**src/rtl/UART_MIKE_pkg.sv**
```systemverilog
// Shared types for the UART receive deframer: parity modes, FSM states,
// and the FIFO entry layout. UART_DATA_MAX is the widest character any
// deframer built on this package can carry.
package UART_MIKE_pkg;

    localparam int UART_DATA_MAX = 9;

    typedef enum logic [1:0] {
        PAR_NONE = 2'b00,
        PAR_EVEN = 2'b01,
        PAR_ODD  = 2'b10
    } uart_parity_e;

    typedef enum logic [2:0] {
        ST_IDLE,
        ST_START,
        ST_DATA,
        ST_PARITY,
        ST_STOP
    } uart_rx_state_e;

    typedef struct packed {
        logic [UART_DATA_MAX-1:0] data;
        logic                     perr;
        logic                     ferr;
    } uart_rx_entry_s;

    // The register encoding 11 also means "no parity".
    function automatic uart_parity_e decode_parity(input logic [1:0] cfg);
        case (cfg)
            2'b01:   return PAR_EVEN;
            2'b10:   return PAR_ODD;
            default: return PAR_NONE;
        endcase
    endfunction

endpackage

```
**src/rtl/uart_rx_fifo.sv**
```systemverilog
// Synchronous show-ahead FIFO. The head entry is a register loaded from the
// next read address (or bypassed from the write port), so it is valid in the
// cycle after a push and refills without a bubble after a pop. A push while
// full (without a simultaneous pop) is dropped and flagged on overrun.
module uart_rx_fifo
    import UART_MIKE_pkg::*;
#(
    parameter int  DEPTH   = 4,
    parameter type entry_t = uart_rx_entry_s
) (
    input  logic   clk,
    input  logic   rst,
    input  logic   push,
    input  entry_t push_data,
    input  logic   ready,
    output entry_t head,
    output logic   valid,
    output logic   overrun
);

    localparam int AW = $clog2(DEPTH);

    entry_t          mem [DEPTH];
    entry_t          head_reg;
    logic            overrun_reg;
    logic [AW:0]     wr_ptr_reg;
    logic [AW:0]     rd_ptr_reg;
    logic [AW:0]     wr_ptr_next;
    logic [AW:0]     rd_ptr_next;
    logic            full;
    logic            empty;
    logic            pop;
    logic            accept;

    assign empty  = (wr_ptr_reg == rd_ptr_reg);
    assign full   = (wr_ptr_reg[AW] != rd_ptr_reg[AW]) &&
                    (wr_ptr_reg[AW-1:0] == rd_ptr_reg[AW-1:0]);
    assign pop    = ready && !empty;
    assign accept = push && (!full || pop);

    assign wr_ptr_next = wr_ptr_reg + {{AW{1'b0}}, accept};
    assign rd_ptr_next = rd_ptr_reg + {{AW{1'b0}}, pop};

    // Storage array write port.
    always_ff @(posedge clk) begin
        if (accept) begin
            mem[wr_ptr_reg[AW-1:0]] <= push_data;
        end
    end

    // Pointers, registered head entry and the overrun pulse.
    always_ff @(posedge clk) begin
        if (rst) begin
            wr_ptr_reg  <= '0;
            rd_ptr_reg  <= '0;
            head_reg    <= '0;
            overrun_reg <= 1'b0;
        end else begin
            wr_ptr_reg  <= wr_ptr_next;
            rd_ptr_reg  <= rd_ptr_next;
            overrun_reg <= push && full && !pop;
            if (wr_ptr_next == rd_ptr_next) begin
                head_reg <= '0;
            end else if (accept && (wr_ptr_reg == rd_ptr_next)) begin
                head_reg <= push_data;
            end else begin
                head_reg <= mem[rd_ptr_next[AW-1:0]];
            end
        end
    end

    assign head    = head_reg;
    assign valid   = !empty;
    assign overrun = overrun_reg;

endmodule

```
**src/rtl/uart_rx_deframer.sv**
```systemverilog
// UART receive deframer: oversampled start/data/parity/stop FSM feeding a
// show-ahead FIFO. Build option UART_RX_MAJORITY_VOTE_EN selects a 2-of-3
// vote around mid-bit (decision one tick later) instead of a single sample.
// DATA_MAX must not exceed UART_DATA_MAX from the package.
module uart_rx_deframer
    import UART_MIKE_pkg::*;
#(
    parameter int DATA_MAX   = 9,
    parameter int OVS        = 16,
    parameter int FIFO_DEPTH = 4
) (
    input  logic                clk,
    input  logic                rst,
    input  logic                sample_tick,
    input  logic                rx,
    input  logic [3:0]          cfg_data_bits,
    input  logic [1:0]          cfg_parity,
    input  logic                cfg_stop2,
    output logic [DATA_MAX-1:0] rx_data,
    output logic                rx_perr,
    output logic                rx_ferr,
    output logic                rx_valid,
    input  logic                rx_ready,
    output logic                overrun,
    output logic                busy
);

    localparam int             CW       = $clog2(OVS);
    localparam logic [CW-1:0]  LAST_CNT = CW'(OVS - 1);
`ifdef UART_RX_MAJORITY_VOTE_EN
    localparam logic [CW-1:0]  START_DEC = CW'(OVS / 2 + 1);
`else
    localparam logic [CW-1:0]  START_DEC = CW'(OVS / 2);
`endif
    localparam logic [3:0]     BITS_MAX = 4'(DATA_MAX);
    localparam logic [3:0]     BITS_MIN = 4'd5;

    uart_rx_state_e  state_reg, state_next;
    logic [CW-1:0]   ovs_cnt_reg, ovs_cnt_next;
    logic [3:0]      bit_cnt_reg, bit_cnt_next;
    logic [3:0]      data_bits_reg, data_bits_next;
    uart_parity_e    parity_reg, parity_next;
    logic            stop2_reg, stop2_next;
    logic            stop_cnt_reg, stop_cnt_next;
    logic            perr_reg, perr_next;
    logic            ferr_reg, ferr_next;
    logic            shreg_clear;
    logic            shreg_capture;
    logic [DATA_MAX-1:0] shreg;
    logic            bit_value;
    logic            mid_tick;
    logic            push;
    uart_rx_entry_s  push_entry;
    uart_rx_entry_s  fifo_head;

`ifdef UART_RX_MAJORITY_VOTE_EN
    logic [1:0] hist_reg;

    // Remember the two previous tick samples so the decision tick can vote.
    always_ff @(posedge clk) begin
        if (rst) begin
            hist_reg <= 2'b11;
        end else if (sample_tick) begin
            hist_reg <= {hist_reg[0], rx};
        end
    end

    assign bit_value = (hist_reg[1] & hist_reg[0]) | (hist_reg[1] & rx) | (hist_reg[0] & rx);
`else
    assign bit_value = rx;
`endif

    // After the start decision the counter is realigned so that every later
    // decision lands exactly OVS ticks after the previous one.
    assign mid_tick = (ovs_cnt_reg == LAST_CNT);

    // State and frame-context registers.
    always_ff @(posedge clk) begin
        if (rst) begin
            state_reg     <= ST_IDLE;
            ovs_cnt_reg   <= '0;
            bit_cnt_reg   <= '0;
            data_bits_reg <= BITS_MIN;
            parity_reg    <= PAR_NONE;
            stop2_reg     <= 1'b0;
            stop_cnt_reg  <= 1'b0;
            perr_reg      <= 1'b0;
            ferr_reg      <= 1'b0;
        end else begin
            state_reg     <= state_next;
            ovs_cnt_reg   <= ovs_cnt_next;
            bit_cnt_reg   <= bit_cnt_next;
            data_bits_reg <= data_bits_next;
            parity_reg    <= parity_next;
            stop2_reg     <= stop2_next;
            stop_cnt_reg  <= stop_cnt_next;
            perr_reg      <= perr_next;
            ferr_reg      <= ferr_next;
        end
    end

    // Next-state logic; only sample ticks advance the frame.
    always_comb begin
        state_next     = state_reg;
        ovs_cnt_next   = ovs_cnt_reg;
        bit_cnt_next   = bit_cnt_reg;
        data_bits_next = data_bits_reg;
        parity_next    = parity_reg;
        stop2_next     = stop2_reg;
        stop_cnt_next  = stop_cnt_reg;
        perr_next      = perr_reg;
        ferr_next      = ferr_reg;
        shreg_clear    = 1'b0;
        shreg_capture  = 1'b0;
        if (sample_tick) begin
            case (state_reg)
                ST_IDLE: begin
                    if (!rx) begin
                        state_next   = ST_START;
                        ovs_cnt_next = CW'(1);
                        if (cfg_data_bits > BITS_MAX) begin
                            data_bits_next = BITS_MAX;
                        end else if (cfg_data_bits < BITS_MIN) begin
                            data_bits_next = BITS_MIN;
                        end else begin
                            data_bits_next = cfg_data_bits;
                        end
                        parity_next = decode_parity(cfg_parity);
                        stop2_next  = cfg_stop2;
                        perr_next   = 1'b0;
                        ferr_next   = 1'b0;
                    end
                end
                ST_START: begin
                    if (ovs_cnt_reg == START_DEC) begin
                        ovs_cnt_next = '0;
                        if (bit_value) begin
                            state_next = ST_IDLE;
                        end else begin
                            state_next   = ST_DATA;
                            shreg_clear  = 1'b1;
                            bit_cnt_next = '0;
                        end
                    end else begin
                        ovs_cnt_next = ovs_cnt_reg + CW'(1);
                    end
                end
                ST_DATA: begin
                    if (mid_tick) begin
                        ovs_cnt_next  = '0;
                        shreg_capture = 1'b1;
                        bit_cnt_next  = bit_cnt_reg + 4'd1;
                        if (bit_cnt_reg == data_bits_reg - 4'd1) begin
                            stop_cnt_next = 1'b0;
                            state_next    = (parity_reg != PAR_NONE) ? ST_PARITY : ST_STOP;
                        end
                    end else begin
                        ovs_cnt_next = ovs_cnt_reg + CW'(1);
                    end
                end
                ST_PARITY: begin
                    if (mid_tick) begin
                        ovs_cnt_next  = '0;
                        perr_next     = ((^shreg) ^ bit_value) != (parity_reg == PAR_ODD);
                        stop_cnt_next = 1'b0;
                        state_next    = ST_STOP;
                    end else begin
                        ovs_cnt_next = ovs_cnt_reg + CW'(1);
                    end
                end
                ST_STOP: begin
                    if (mid_tick) begin
                        ovs_cnt_next = '0;
                        if (!bit_value) begin
                            ferr_next = 1'b1;
                        end
                        if (stop_cnt_reg == stop2_reg) begin
                            state_next = ST_IDLE;
                        end else begin
                            stop_cnt_next = 1'b1;
                        end
                    end else begin
                        ovs_cnt_next = ovs_cnt_reg + CW'(1);
                    end
                end
                default: begin
                    state_next = ST_IDLE;
                end
            endcase
        end
    end

    // Outputs: busy flag and the push of a finished character.
    always_comb begin
        busy                           = (state_reg != ST_IDLE);
        push                           = 1'b0;
        push_entry                     = '0;
        push_entry.data[DATA_MAX-1:0]  = shreg;
        push_entry.perr                = perr_reg;
        push_entry.ferr                = ferr_reg | ~bit_value;
        if (sample_tick && (state_reg == ST_STOP) && mid_tick && (stop_cnt_reg == stop2_reg)) begin
            push = 1'b1;
        end
    end

    genvar gi;
    generate
        for (gi = 0; gi < DATA_MAX; gi++) begin : g_shreg
            logic bit_reg;

            // One character bit, written only when bit_cnt points at it.
            always_ff @(posedge clk) begin
                if (rst || shreg_clear) begin
                    bit_reg <= 1'b0;
                end else if (shreg_capture && (bit_cnt_reg == 4'(gi))) begin
                    bit_reg <= bit_value;
                end
            end

            assign shreg[gi] = bit_reg;
        end
    endgenerate

    uart_rx_fifo #(
        .DEPTH   (FIFO_DEPTH),
        .entry_t (uart_rx_entry_s)
    ) u_fifo (
        .clk       (clk),
        .rst       (rst),
        .push      (push),
        .push_data (push_entry),
        .ready     (rx_ready),
        .head      (fifo_head),
        .valid     (rx_valid),
        .overrun   (overrun)
    );

    assign rx_data = fifo_head.data[DATA_MAX-1:0];
    assign rx_perr = fifo_head.perr;
    assign rx_ferr = fifo_head.ferr;

endmodule
```
**config.mk**
```make
export PLATFORM = sky130hd
export DESIGN_NAME = uart_rx_deframer
export DESIGN_NICKNAME = d
export VERILOG_FILES = /design/src/rtl/UART_MIKE_pkg.sv /design/src/rtl/uart_rx_fifo.sv /design/src/rtl/uart_rx_deframer.sv
export SDC_FILE = /design/constraint.sdc
export NUM_CORES = 1
export LEC_CHECK = 0
export CORE_MARGIN = 4
export CORE_UTILIZATION = 45
export CTS_CLUSTER_DIAMETER = 100
export DETAILED_ROUTE_END_ITERATION = 10
export PLACE_DENSITY = 0.62
export SLEW_MARGIN = 20
export SYNTH_ARGS = -nofsm -noshare
export SYNTH_HDL_FRONTEND = slang
export SYNTH_SLANG_ARGS = --single-unit
```
**constraint.sdc**
```tcl
create_clock -name clk -period 3 [get_ports clk]
set_input_delay 0.6 -clock clk [delete_from_list [all_inputs] [get_ports clk]]
set_output_delay 0.6 -clock clk [all_outputs]
set_load 0.01 [all_outputs]
```
# Word level (Yosys, flattened, before mapping)
# Memory sizes are Yosys's and may differ from the RTL's.
# Index checks and enable logic that the tools add are counted.
# W data, S select, Z words.
# word_totals
mem_bits_rw,44
register_bits,48
elab_cells,156
mem_count,1
out_inout_bits,14
# mem_list
name,depth,width,rd,rd_ports_with_merged_regs,wr,line_no,source
u_fifo.mem,4,11,1,0,1,uart_rx_fifo.sv:23,entry_t mem [DEPTH];
# op_classes
add_sub_neg,5
bitwise,3
magnitude_cmp,2
mux,44
reduce_logical,42
n_eq_ne,35
# ops
op,count
$mux W4,8
$mux W3,8
$ne A2 B2 Y1 const B,10
$mux W1,19
$logic_and A1 B1 Y1,18
$eq A4 B3 Y1 const B,4
$pmux W3 S5,1
$eq A4 B4 Y1 const B,3
$pmux W4 S3,1
$mux W11,1
$reduce_and A5 Y1,2
$eq A3 B3 Y1,3
$reduce_bool A3 Y1,3
$reduce_xor A9 Y1,1
$add A4 B1 Y4 const B,2
$eq A4 B2 Y1 const B,2
$pmux W4 S2,1
$reduce_and A8 Y1,1
$reduce_bool A2 Y1,4
$reduce_and A7 Y1,1
$add A3 B1 Y3,2
$eq A3 B2 Y1 const B,2
$reduce_and A3 Y1,2
$eq A2 B2 Y1 const B,2
25 further kinds,30

# Logic depth before layout (Yosys ltp)
# logic_depth
word_depth,9
depth_mapped,13
ltp_nobuf,11

# By module
# From an unflattened synthesis, not the netlist that was laid out.
# unflattened
hier_cells,365
area_unflattened_um2,4232.8
# by_module_without_submodules
mod,seq_area_each_um2,area_per_inst_um2,instances,cells_per_inst
uart_rx_fifo,1681.6,2456.1,1,152
uart_rx_deframer,600.6,1776.7,1,213

# Worst setup path before layout
# OpenSTA, ideal clock, no wires.
# synth_timing
path_type,input to register
start,input port sample_tick
end,"memory u_fifo.mem[1][0] (netlist bit), enable pin"
t_required_ns,2.588
n_path_buf,1
arrival_time_ns,2.625
cell_stages,4
path_slack_ns,-0.037
cell_sequence,buf_2 > nand4_2 > or3_4 > nor4b_1
# synth_between
elab_chain_cells,7
# synth_rtl
item,line_no,source
start: declaration,uart_rx_deframer.sv:14,"input logic sample_tick,"
$logic_and A1 B1 Y1 (3 in series),uart_rx_deframer.sv:201,if (sample_tick && (state_reg == ST_STOP) && mid_tick && (stop_cnt_reg == stop2_reg)) begin
$mux W1,uart_rx_deframer.sv:201,
$logic_and A1 B1 Y1,uart_rx_fifo.sv:39,assign accept = push && (!full || pop);
$mux W1,uart_rx_fifo.sv:46,if (accept) begin
$mux W1 (implied by the code),uart_rx_fifo.sv:47,mem[wr_ptr_reg[AW-1:0]] <= push_data;
end: declaration,uart_rx_fifo.sv:23,
# Every way passes these cells.

# Worst setup path after layout
# layout_timing
start,register state_reg[2]
end,"register u_fifo.head_reg, in the netlist u_fifo.head[10]"
# layout_between
elab_chain_cells,9
elab_cells_between_ends,11
# layout_rtl
item,line_no,source
start: declaration,uart_rx_deframer.sv:38,"uart_rx_state_e state_reg, state_next;"
start signal: assignment,uart_rx_deframer.sv:90,state_reg <= state_next;
$eq A3 B3 Y1,uart_rx_deframer.sv:201,
$logic_and A1 B1 Y1 (3 in series),uart_rx_deframer.sv:201,
$mux W1,uart_rx_deframer.sv:201,
$logic_and A1 B1 Y1,uart_rx_fifo.sv:39,
$add A3 B1 Y3,uart_rx_fifo.sv:41,"assign wr_ptr_next = wr_ptr_reg + {{AW{1'b0}}, accept};"
via u_fifo.wr_ptr_next[1],uart_rx_fifo.sv:28,logic [AW:0] wr_ptr_next;
$eq A3 B3 Y1,uart_rx_fifo.sv:62,if (wr_ptr_next == rd_ptr_next) begin
$reduce_or A2 Y1 (no source line),--,
end signal: assignment,uart_rx_fifo.sv:65,head_reg <= push_data;
end signal: assignment,uart_rx_fifo.sv:67,head_reg <= mem[rd_ptr_next[AW-1:0]];
end: declaration,uart_rx_fifo.sv:24,entry_t head_reg;
# The timed path passes the listed nets, and every way through them passes these cells.
# A chain may end at the register's enable or synchronous reset.

==> summary.md <==
| Metric | Value |
|---|---|
| TritonCTS clock tree | built |
| Final setup vio count | 0 |
| Area inside the core boundary | 8890 um^2 |
| Number of hold violations in the final report | 0 |
| Reg-to-Reg Start | state_reg[2]$_SDFFE_PP0P_ |
| Die span in y | about 100 um |
| Worst setup EP type | register |
| Routed WL per cell | between 15 and 20 um |
| Reg-to-reg critical path endpoint | u_fifo.head[10]$_SDFF_PP0_ |
| Leak | roughly 0.0017 uW |
| Final Cycle Share | 0.878 |
| FILL cells | 761 |
| Worst EP arrival | 2.89 ns |
| Setup slack on the worst flop-to-flop path | 0.37 ns |
| Initial core utilization | 0.470 |
| Maximum level of the CTS H-tree | 3 |
| Global-route wire length before repair | 13300 um |
| Largest net degree at the start of global routing | 19 |
| Post-synth EDFFs | 44 |
| Crit path buf inv count | 0 |
| Port Buf Inserts | 25 |
| Post-DP HPWL | 5640 um |
| Syn Inst Count | 347 |
| Number of stages on the worst hold path | 2 |
| Clock latency reported for the late side of the worst-skew pair | 0.37 ns |
| Ordered cell list for the critical path | or3b_1 > or3_4 > nor2_1 > ha_1 > ha_1 > xnor2_1 > a31o_2 > nor2_1 |
| Number of nets produced by synthesis | 370 |
| Critical Path Max Stage Delay | 0.55 ns |
| Peak fanout along the critical path | 13 |
| Detailed Routing Iterations Pass 1 | 4 |
| Fraction of the yosys area taken by sequential cells | 0.546 |
| Via count of the first global-routing pass | 2675 |
| Fraction of registers with async set/reset | 0 |
| Flip-flop and latch count after synthesis | 92 |
| Antenna Diode Count | 0 |
| Setup repair after global routing missed its margin | no |
| Number of buffers inserted to repair setup after CTS | 0 |
| Number of cell rows | 34 |
| Primary FF master, synth | sky130_fd_sc_hd__dfxtp_1 |
| Post-route DRC violation count | 0 |
| FF/Latch Area | 2280 um^2 |
| Final max-slew violation count | 0 |
| Required time worst endpoint | between 3 and 4 ns |
| Worst-case clock buffer depth | 2 |
| Number of flip-flops under the largest register name | 44 |
| Cell family with most CP delay | simple AND/OR/NAND/NOR gates |
| Post-CTS clock slew at the launch and capture registers of the worst setup and hold paths | 0.10 ns |
| F_max | around 0.38 GHz |
| Post-CTS sizing | 0 |
| Routability cong. | 0.825 |
| VDD IR max | 228 uV |
| Nets | 407 |
| Iteration-0 DRC count of the detailed router | between 90 and 100 |
| Worst Path Class, Setup | register to register |
| Worst min path class | register to register |
| Synthesis warning total | 0 |
| Final wirelength | between 7000 and 8000 um |
| Routed vias/inst | 5.41 |
| Final clock skew | ~0.014 ns |
| Non-filler instance count after layout | between 400 and 500 |
| Hold-fix buffers at CTS | 0 |
| Outcome | finished clean |
| Maxcap violations | 0 |
| Mapped cell area | about 4200 um^2 |
| Placed Cells | ~480 |
| Cell chosen for the clock root | sky130_fd_sc_hd__clkbuf_8 |
| Total power density per cell area | 520 nW/um^2 |
| Post-Layout Inst Area | 4850 um^2 |
| Synthesized area divided by synthesized cell count | 12.0 um^2 |
| Floorplan die width | 104 um |
| Type of origin of the critical path | register |
| Time the worst path needs with I/O delays and setup | 2.63 ns |
| Multi-input gate area in the final layout | 1790 um^2 |
| Actual transition at the worst max-transition pin | 0.624 ns |
| Total track usage | 0.152 |
| Layout overhead on the synthesized area | 16.0% |
| Master of the slowest instance on the critical path | sky130_fd_sc_hd__dfxtp_1 |
| Gr ovfl total | 0 |
| Die outline area | 10900 um^2 |
| Detailed-route via count | 2687 |
| Reg2Reg Depth | 8 |
| Worst min-delay path endpoint | data_bits_reg[3]$_SDFFE_PP0P_ |
| Layout cells sized above 1 | 0.175 |
| Sink count of the clock tree | between 90 and 100 |
| Startpoint of the lowest-slack hold path | data_bits_reg[3]$_SDFFE_PP0P_ |
| Antenna violations before repair | 0 |
| Number of buffers added by the clock tree synthesis step | 9 |
| Residual antenna-violating net count after detailed routing | 0 |
| Relative max-transition margin | 0.583 |
| I/O pin count | 26 |
| Count of different cell masters after synthesis | 51 |
| Post-detailed-placement cell area | 4640 um^2 |
==> through the flow <==
stage	setup slack (ns)	hold slack, ns	setup TNS, ns	util	total power (uW)
after CTS	0.329	0.477	0	0.545	2540
final	0.365	0.474	0	0.545	2520
after detailed placement	-0.0132	0.464	-0.0132	0.522	1670
after global routing	0.181	0.510	0	0.545	2630
after global placement	0.0351	0.460	0	0.522	1660
after floorplan	0.112	0.448	0	-	1580
==> area by class of cell <==
class / instances / area share
multi-input combinational: 228 / 0.369
timing repair buffer: 45 / 0.0826
clock buffer: 9 / 0.0255
tap: 108 / 0.0279
clock inverter: 7 / 0.0178
sequential: 92 / 0.471
inverter: 8 / 0.00619
==> logic make-up (layout without fill, tap and decap cells) <==
group	Yosys count	after routing	synth area share
AOI/OAI and AO/OA	36	36	0.0566
xor gates and xnor gates	31	31	0.0650
DFF	92	92	0.546
buffers and inverters	27	69	0.0284
muxes	32	32	0.110
and+or+nand+nor	118	118	0.161
adders and majority gates	11	11	0.0329
==> worst max-delay path by stage <==
stage	from	endpoint	slack (ns)	depth (start not counted)
2_1_floorplan	sample_tick	u_fifo.mem[0][0]$_DFFE_PP_	0.11	4
3_3_place_gp	sample_tick	u_fifo.head[10]$_SDFF_PP0_	0.04	9
3_5_place_dp	sample_tick	u_fifo.head[10]$_SDFF_PP0_	-0.01	9
4_1_cts	state_reg[2]$_SDFFE_PP0P_	u_fifo.head[10]$_SDFF_PP0_	0.33	8
5_1_grt	u_fifo.wr_ptr_reg[1]$_SDFF_PP0_	u_fifo.head[7]$_SDFF_PP0_	0.18	12
6_report	state_reg[2]$_SDFFE_PP0P_	u_fifo.head[10]$_SDFF_PP0_	0.37	8
==> Yosys cell counts (3+ instances only) <==
library cell / n / area, um^2
sky130_fd_sc_hd__nor2_2: 10 / 62.6
sky130_fd_sc_hd__xnor2_1: 23 / 201
sky130_fd_sc_hd__nand4_1: 5 / 31.3
sky130_fd_sc_hd__inv_1: 8 / 30.0
sky130_fd_sc_hd__clkbuf_1: 11 / 41.3
sky130_fd_sc_hd__ha_1: 11 / 138
sky130_fd_sc_hd__mux4_2: 11 / 248
sky130_fd_sc_hd__or3b_2: 3 / 26.3
sky130_fd_sc_hd__o21ai_0: 5 / 25.0
sky130_fd_sc_hd__xor2_1: 8 / 70.1
sky130_fd_sc_hd__dfxtp_1: 48 / 961
sky130_fd_sc_hd__nor3b_1: 5 / 37.5
sky130_fd_sc_hd__nor2_1: 31 / 116
sky130_fd_sc_hd__or4b_1: 3 / 30.0
sky130_fd_sc_hd__nand2_1: 19 / 71.3
sky130_fd_sc_hd__nand3_1: 3 / 15.0
sky130_fd_sc_hd__a21oi_1: 13 / 65.1
sky130_fd_sc_hd__mux2i_1: 21 / 210
sky130_fd_sc_hd__a211o_1: 3 / 26.3
sky130_fd_sc_hd__nand2b_1: 3 / 18.8
sky130_fd_sc_hd__nor3_1: 5 / 25.0
sky130_fd_sc_hd__and3_1: 4 / 25.0
sky130_fd_sc_hd__edfxtp_1: 44 / 1320
sky130_fd_sc_hd__nor2b_1: 9 / 56.3
sky130_fd_sc_hd__nor4_1: 3 / 18.8
sky130_fd_sc_hd__buf_2: 5 / 25.0
==> per-layer routing <==
| layer | up-vias | part of all wire | global-route usage |
|---|---|---|---|
| li1 | 1329 | - | - |
| met4 | 0 | 0.015 | 0.0513 |
| met2 | 38 | 0.50 | 0.256 |
| met5 | - | 0 | 0 |
| met3 | 10 | 0.026 | 0.0410 |
| met1 | 1310 | 0.45 | 0.190 |
==> worst reg2reg max path, delay by kind of cell (launching register included) <==
kind            cells  cell delay (ns)
compound gates      1             0.42
fa+ha+maj           2             0.41
xor+xnor            1             0.14
simple gates        4             1.01
flops               1             0.55
==> cell usage in the layout (no fill, tap or decap), types with 3 or more instances in the layout <==
cell,netlist,routed
sky130_fd_sc_hd__xnor2_1,23,23
sky130_fd_sc_hd__nand2_1,19,19
sky130_fd_sc_hd__nor2b_1,9,9
sky130_fd_sc_hd__clkbuf_8,0,9
sky130_fd_sc_hd__or3b_2,3,3
sky130_fd_sc_hd__o21ai_0,5,5
sky130_fd_sc_hd__buf_4,1,20
sky130_fd_sc_hd__dfxtp_1,48,48
sky130_fd_sc_hd__nor3_1,5,5
sky130_fd_sc_hd__a21oi_1,13,13
sky130_fd_sc_hd__edfxtp_1,44,44
sky130_fd_sc_hd__inv_6,0,3
sky130_fd_sc_hd__and3_1,4,4
sky130_fd_sc_hd__nor2_1,31,31
sky130_fd_sc_hd__mux4_2,11,11
sky130_fd_sc_hd__nand3_1,3,3
sky130_fd_sc_hd__a211o_1,3,3
sky130_fd_sc_hd__clkdlybuf4s50_1,0,25
sky130_fd_sc_hd__nand2b_1,3,3
sky130_fd_sc_hd__ha_1,11,11
sky130_fd_sc_hd__mux2i_1,21,21
sky130_fd_sc_hd__xor2_1,8,8
sky130_fd_sc_hd__nor2_2,10,10
sky130_fd_sc_hd__or4b_1,3,3
sky130_fd_sc_hd__inv_1,8,8
sky130_fd_sc_hd__nand4_1,5,5
sky130_fd_sc_hd__nor3b_1,5,5
==> report_power, final <==
group / leakage (uW) / internal (uW) / switching (uW) / total [uW]
clock network: 0.000105 / 406 / 475 / 881
registers: 0.000804 / 1320 / 19.8 / 1340
logic: 0.000827 / 128 / 167 / 295
Power figures use the tool's default switching activity.
